==> src/rtl/activation_engine.sv <==
// activation_engine: multi-lane runtime-configurable activation (ReLU / leaky / clipped / bypass)
// behind a 2-stage AXI-Stream pipeline. Define ACT_ENGINE_STATS_EN to build the stat_count counter.

module act_lane #(
  parameter int DATA_WIDTH = 32
) (
  input  logic [1:0]            mode,
  input  logic [4:0]            shift,
  input  logic [DATA_WIDTH-1:0] clip,
  input  logic [DATA_WIDTH-1:0] x,
  output logic [DATA_WIDTH-1:0] y,
  output logic                  modified
);
  logic signed [DATA_WIDTH-1:0] xs;
  logic                         neg;

  assign xs  = $signed(x);
  assign neg = x[DATA_WIDTH-1];

  // Non-negative x makes the clip compare a plain unsigned compare against the ceiling.
  always_comb begin
    y = x;
    unique case (mode)
      2'd0: if (neg) y = '0;
      2'd1: if (neg) y = xs >>> shift;
      2'd2: if (neg) y = '0; else if (x > clip) y = clip;
      default: y = x;
    endcase
  end

  assign modified = (y != x);
endmodule

module activation_engine #(
  parameter int DATA_WIDTH = 32,
  parameter int LANES      = 4,
  parameter int FRAC_BITS  = 16
) (
  input  logic                        clk,
  input  logic                        reset,
  input  logic                        s_axis_tvalid,
  output logic                        s_axis_tready,
  input  logic [LANES*DATA_WIDTH-1:0] s_axis_tdata,
  input  logic                        s_axis_tlast,
  output logic                        m_axis_tvalid,
  input  logic                        m_axis_tready,
  output logic [LANES*DATA_WIDTH-1:0] m_axis_tdata,
  output logic                        m_axis_tlast,
  input  logic [1:0]                  cfg_mode,
  input  logic [4:0]                  cfg_shift,
  input  logic [DATA_WIDTH-1:0]       cfg_clip,
  output logic                        pkt_active,
  output logic [31:0]                 stat_count
);
  localparam int STAGES = 2;

  if (FRAC_BITS >= DATA_WIDTH) begin : g_bad_frac
    $error("FRAC_BITS must be smaller than DATA_WIDTH");
  end

  typedef struct packed {
    logic [1:0]            mode;
    logic [4:0]            shift;
    logic [DATA_WIDTH-1:0] clip;
  } cfg_t;

  typedef enum logic {IDLE, IN_PKT} state_t;

  state_t                             state;
  cfg_t                               live_cfg, lat_cfg, eff_cfg, s1_cfg;
  logic [STAGES:1]                    vld_pipe;
  logic                               ld1, ld2, accept;
  logic [LANES-1:0][DATA_WIDTH-1:0]   s1_data, lane_y, m_data;
  logic                               s1_last;
  logic [LANES-1:0]                   lane_mod;

  assign ld2           = !vld_pipe[2] || m_axis_tready;
  assign ld1           = !vld_pipe[1] || ld2;
  assign s_axis_tready = !reset && ld1;
  assign accept        = s_axis_tvalid && s_axis_tready;
  assign live_cfg      = '{mode: cfg_mode, shift: cfg_shift, clip: cfg_clip};
  // First beat of a packet sees the live config; the rest see the latched copy.
  assign eff_cfg       = (state == IDLE) ? live_cfg : lat_cfg;
  assign m_axis_tvalid = vld_pipe[2];
  assign m_axis_tdata  = m_data;

  always_ff @(posedge clk or posedge reset) begin
    if (reset) begin
      state      <= IDLE;
      lat_cfg    <= '0;
      pkt_active <= 1'b0;
    end else if (accept) begin
      if (state == IDLE) lat_cfg <= live_cfg;
      state      <= s_axis_tlast ? IDLE : IN_PKT;
      pkt_active <= !s_axis_tlast;
    end
  end

  always_ff @(posedge clk or posedge reset) begin
    if (reset) begin
      vld_pipe     <= '0;
      s1_data      <= '0;
      s1_last      <= 1'b0;
      s1_cfg       <= '0;
      m_data       <= '0;
      m_axis_tlast <= 1'b0;
    end else begin
      if (ld1) begin
        vld_pipe[1] <= accept;
        if (accept) begin
          s1_data <= s_axis_tdata;
          s1_last <= s_axis_tlast;
          s1_cfg  <= eff_cfg;
        end
      end
      if (ld2) begin
        vld_pipe[2] <= vld_pipe[1];
        if (vld_pipe[1]) begin
          m_data       <= lane_y;
          m_axis_tlast <= s1_last;
        end
      end
    end
  end

  for (genvar i = 0; i < LANES; i++) begin : g_lane
    act_lane #(.DATA_WIDTH(DATA_WIDTH)) u_lane (
      .mode     (s1_cfg.mode),
      .shift    (s1_cfg.shift),
      .clip     (s1_cfg.clip),
      .x        (s1_data[i]),
      .y        (lane_y[i]),
      .modified (lane_mod[i])
    );
  end

`ifdef ACT_ENGINE_STATS_EN
  localparam int CW = $clog2(LANES + 1);
  logic [CW-1:0] mod_cnt, s2_mod_cnt;
  logic [32:0]   stat_sum;

  always_comb begin
    mod_cnt = '0;
    for (int i = 0; i < LANES; i++) mod_cnt = mod_cnt + CW'(lane_mod[i]);
  end

  assign stat_sum = {1'b0, stat_count} + 33'(s2_mod_cnt);

  always_ff @(posedge clk or posedge reset) begin
    if (reset) begin
      s2_mod_cnt <= '0;
      stat_count <= '0;
    end else begin
      if (ld2 && vld_pipe[1]) s2_mod_cnt <= mod_cnt;
      if (m_axis_tvalid && m_axis_tready) stat_count <= stat_sum[32] ? '1 : stat_sum[31:0];
    end
  end
`else
  logic unused_mod;
  assign unused_mod = ^lane_mod;
  assign stat_count = '0;
`endif
endmodule

==> config.mk <==
export PLATFORM = sky130hd
export DESIGN_NAME = activation_engine
export DESIGN_NICKNAME = d
export VERILOG_FILES = /design/src/rtl/activation_engine.sv
export SDC_FILE = /design/constraint.sdc
export NUM_CORES = 2
export LEC_CHECK = 0
export ABC_AREA = 1
export BUFFER_PORTS_ARGS = -buffer_cell sky130_fd_sc_hd__buf_2
export CAP_MARGIN = 20
export CELL_PAD_IN_SITES_DETAIL_PLACEMENT = 0
export CELL_PAD_IN_SITES_GLOBAL_PLACEMENT = 1
export CORE_MARGIN = 2
export CORE_UTILIZATION = 39
export CTS_BUF_LIST = sky130_fd_sc_hd__clkbuf_8 sky130_fd_sc_hd__clkbuf_16
export DETAILED_ROUTE_END_ITERATION = 8
export PLACE_DENSITY_LB_ADDON = 0.2
export SYNTH_ARGS = -nofsm -noshare
export SYNTH_HDL_FRONTEND = slang
export SYNTH_HIERARCHICAL = 1
export SYNTH_SLANG_ARGS = --single-unit
==> constraint.sdc <==
create_clock -name clk -period 15.3 [get_ports clk]
set_clock_uncertainty 0.05 [all_clocks]
set_input_delay 0.765 -clock clk [delete_from_list [all_inputs] [get_ports clk]]
set_output_delay 0.765 -clock clk [all_outputs]
set_load 0.03 [all_outputs]
==> results.py <==
metrics = {
    "status": {
        "status": "finished, final reports clean",
    },
    "global_route": {
        "antenna_found_initial": 4,
        "grt_overflow": 0,
        "grt-busiest-layer": "met2",
        "gr-usage-all-layers_pct": 31.09,
        "grt_max_degree": 127,
        "grt_use_met1_pct": 44.10,
        "met3_usage_pct": 5.813,
        "grt_use_met2_pct": 47.08,
        "grt_pass1_vias": 29950,
        "grt_pass1_wl_um": 187900,
    },
    "drt": {
        "drc": 0,
        "drtIter0Drc": 3557,
        "first_pass_iters": 8,
        "antenna_left": 0,
        "vias": 32200,
        "viasPerCell": 5.668,
        "drt_wl_total_um": 123900,
        "wl_per_cell_um": 21.81,
    },
    "die": {
        "pin_count": 336,
        "die_h_um": 279.5,
        "core_mm2": 0.07557,
        "initial_core_util_pct": 39.18,
        "die_w_um": 279.5,
        "row_count": 101,
        "die_area_mm2": 0.07814,
    },
    "clocking": {
        "cts_setup_buffers": 0,
        "cts_root_buf": "clkbuf_16",
        "cts_resized": 0,
        "cts_htree_levels": 2,
        "hold_buffers": 0,
        "clk_latency_ns": 0.61,
        "cts_made_buffers": 41,
        "cts.sinks": 339,
        "clockBufferDepth": 3,
        "clk_pin_slew_worst_paths_ns": 0.06,
        "cts_tree": "done",
    },
    "final_layout": {
        "post-route-util_pct": 42.58,
        "drive_gt1_share_pct": 11.47,
        "synthToLayoutAreaGrowth_pct": 8.693,
        "final_nets": 4975,
    },
    "sta": {
        "max-slew-margin-rel_pct": 24.72,
        "tightest_slew_ns": 1.128,
        "fmax_mhz": 251.9,
        "rsz0062_at_grt": "false",
        "drv_slew": 0,
        "setup_tns_ns": 0,
        "period_needed_ns": 3.970,
        "setup_viol": 0,
        "hold_violations": 0,
        "finalCritPeriodShare_pct": 25.95,
    },
    "pwr": {
        "p_per_area_mw_per_mm2": 161.7,
        "power_leakage_uw": 0.01752,
        "vdd_drop_max_v": 0.00008099,
    },
    "critical_path": {
        "critical_path_arrival_ns": 4.44,
        "crit_family": "buffers and inverters",
        "cpPeakStageDelay_ns": 0.79,
        "critical_path.most_common_cell": "nand2_1",
        "cp_slowest_cell": "buf_4",
        "timing.critical_path.buf_inv": 3,
        "path_max_fanout": 82,
        "worstPathCellList": "buf_4, buf_4, o21ai_0, nand2_1, nand3_1, nand3_1, nand2_1, nand2_1, nand3_1, nand2_1, inv_1, a22oi_1, nand3_1, nand2_1",
        "crit_required_ns": 15.77,
        "criticalPathCategory": "register to register",
        "critPathLaunchType": "register",
        "end_kind": "register",
    },
    "placed_design": {
        "dp_hpwl_um": 86920,
        "io_buffers": 303,
        "place_congestion": 0.9535,
    },
    "logic_synthesis": {
        "syn_inst": 4627,
        "netlist_area_mm2": 0.02961,
        "synth.avg_cell_area_um2": 6.399,
        "yosys_warnings": 6,
    },
    "worst_hold_path": {
        "hold_class": "primary input to async pin",
    },
    "job": {
        "cap_violations": 0,
    },
}
-- layer usage --
metal	vias to the layer above	part of all wire, %
li1	15500	-
met2	1257	43
met5	-	0.014
met1	15230	45
met3	208	8.0
met4	2	4.0
-- per-stage QoR --
step | worst slack [ns] | cell area [um2] | total power, uW | hold slack (ns) | instances
detailed placement | 11.14 | 30800 | 4198 | 0.4038 | 5607
CTS | 11.46 | 32090 | 5181 | 0.2714 | 5676
global placement | 11.20 | 30800 | 4192 | 0.4013 | 5607
global route | 11.09 | 32180 | 5587 | 0.3193 | 5679
finish | 11.33 | 32180 | 5205 | 0.2631 | 5681
floorplan | 0.6668 | 29720 | 3361 | 0.3919 | 4658
-- worst register-to-register path: cells and delay by family (launching register included) --
family / cells / cell delay (ns)
compound gates: 2 / 0.70
buf+inv: 3 / 1.55
flops: 1 / 0.62
simple gates: 9 / 0.99
-- worst paths after layout --
path                       cells past startpoint                end        startpoint  slack, ns
min in group clk                               3        s1_data[23]  s_axis_tdata[23]       0.35
min                                            2        s1_data[23]             reset       0.26
max in group asynchronous                      5        s1_data[78]             reset      12.26
max                                           14  m_axis_tdata[110]        s1_cfg[32]      11.33
max reg2reg                                   14  m_axis_tdata[110]        s1_cfg[32]      11.33
min reg2reg                                    2   m_axis_tdata[74]  m_axis_tdata[74]       0.42
-- cell type report --
| type | count | area [um2] |
|---|---|---|
| Fill cell | 8339 | 43390 |
| Clock inverter | 25 | 214.0 |
| Inverter | 357 | 1348 |
| Multi-Input combinational cell | 3586 | 17880 |
| Antenna cell | 2 | 5.005 |
| Tap cell | 978 | 1224 |
| Clock buffer | 44 | 1079 |
| Sequential cell | 339 | 8501 |
| Timing Repair Buffer | 350 | 1936 |
-- report_power, final --
group	internal, uW	total, uW	switching (uW)	leakage (uW)
Clock	543	966	422	0.000668
Sequential	1120	1460	332	0.00428
Combinational	824	2780	1960	0.0126
Total	2490	5200	2710	0.0175
-- registers in the layout, indices dropped and copies added, names as in the netlist --
signal / cells
m_axis_tdata: 128
s1_data: 128
lat_cfg: 39
s1_cfg: 39
vld_pipe: 2
m_axis_tlast: 1
pkt_active: 1
s1_last: 1
-- cells in the final DEF (no fill, tap or decap), drive strengths merged --
| cell | n |
|---|---|
| nor2 | 60 |
| clkinvlp | 2 |
| o211ai | 52 |
| clkbuf | 44 |
| inv | 364 |
| buf | 350 |
| a22oi | 100 |
| bufinv | 2 |
| diode | 2 |
| o21a | 26 |
| a21oi | 174 |
| clkinv | 14 |
| nand3 | 869 |
| dfrtp | 339 |
| nand4 | 181 |
| nand3b | 4 |
| nand2 | 1710 |
| ha | 128 |
| a21o | 4 |
| o21ai | 230 |
| conb | 32 |
| a21boi | 6 |
| or2 | 6 |
| a31oi | 4 |
Power figures use the tool's default switching activity.
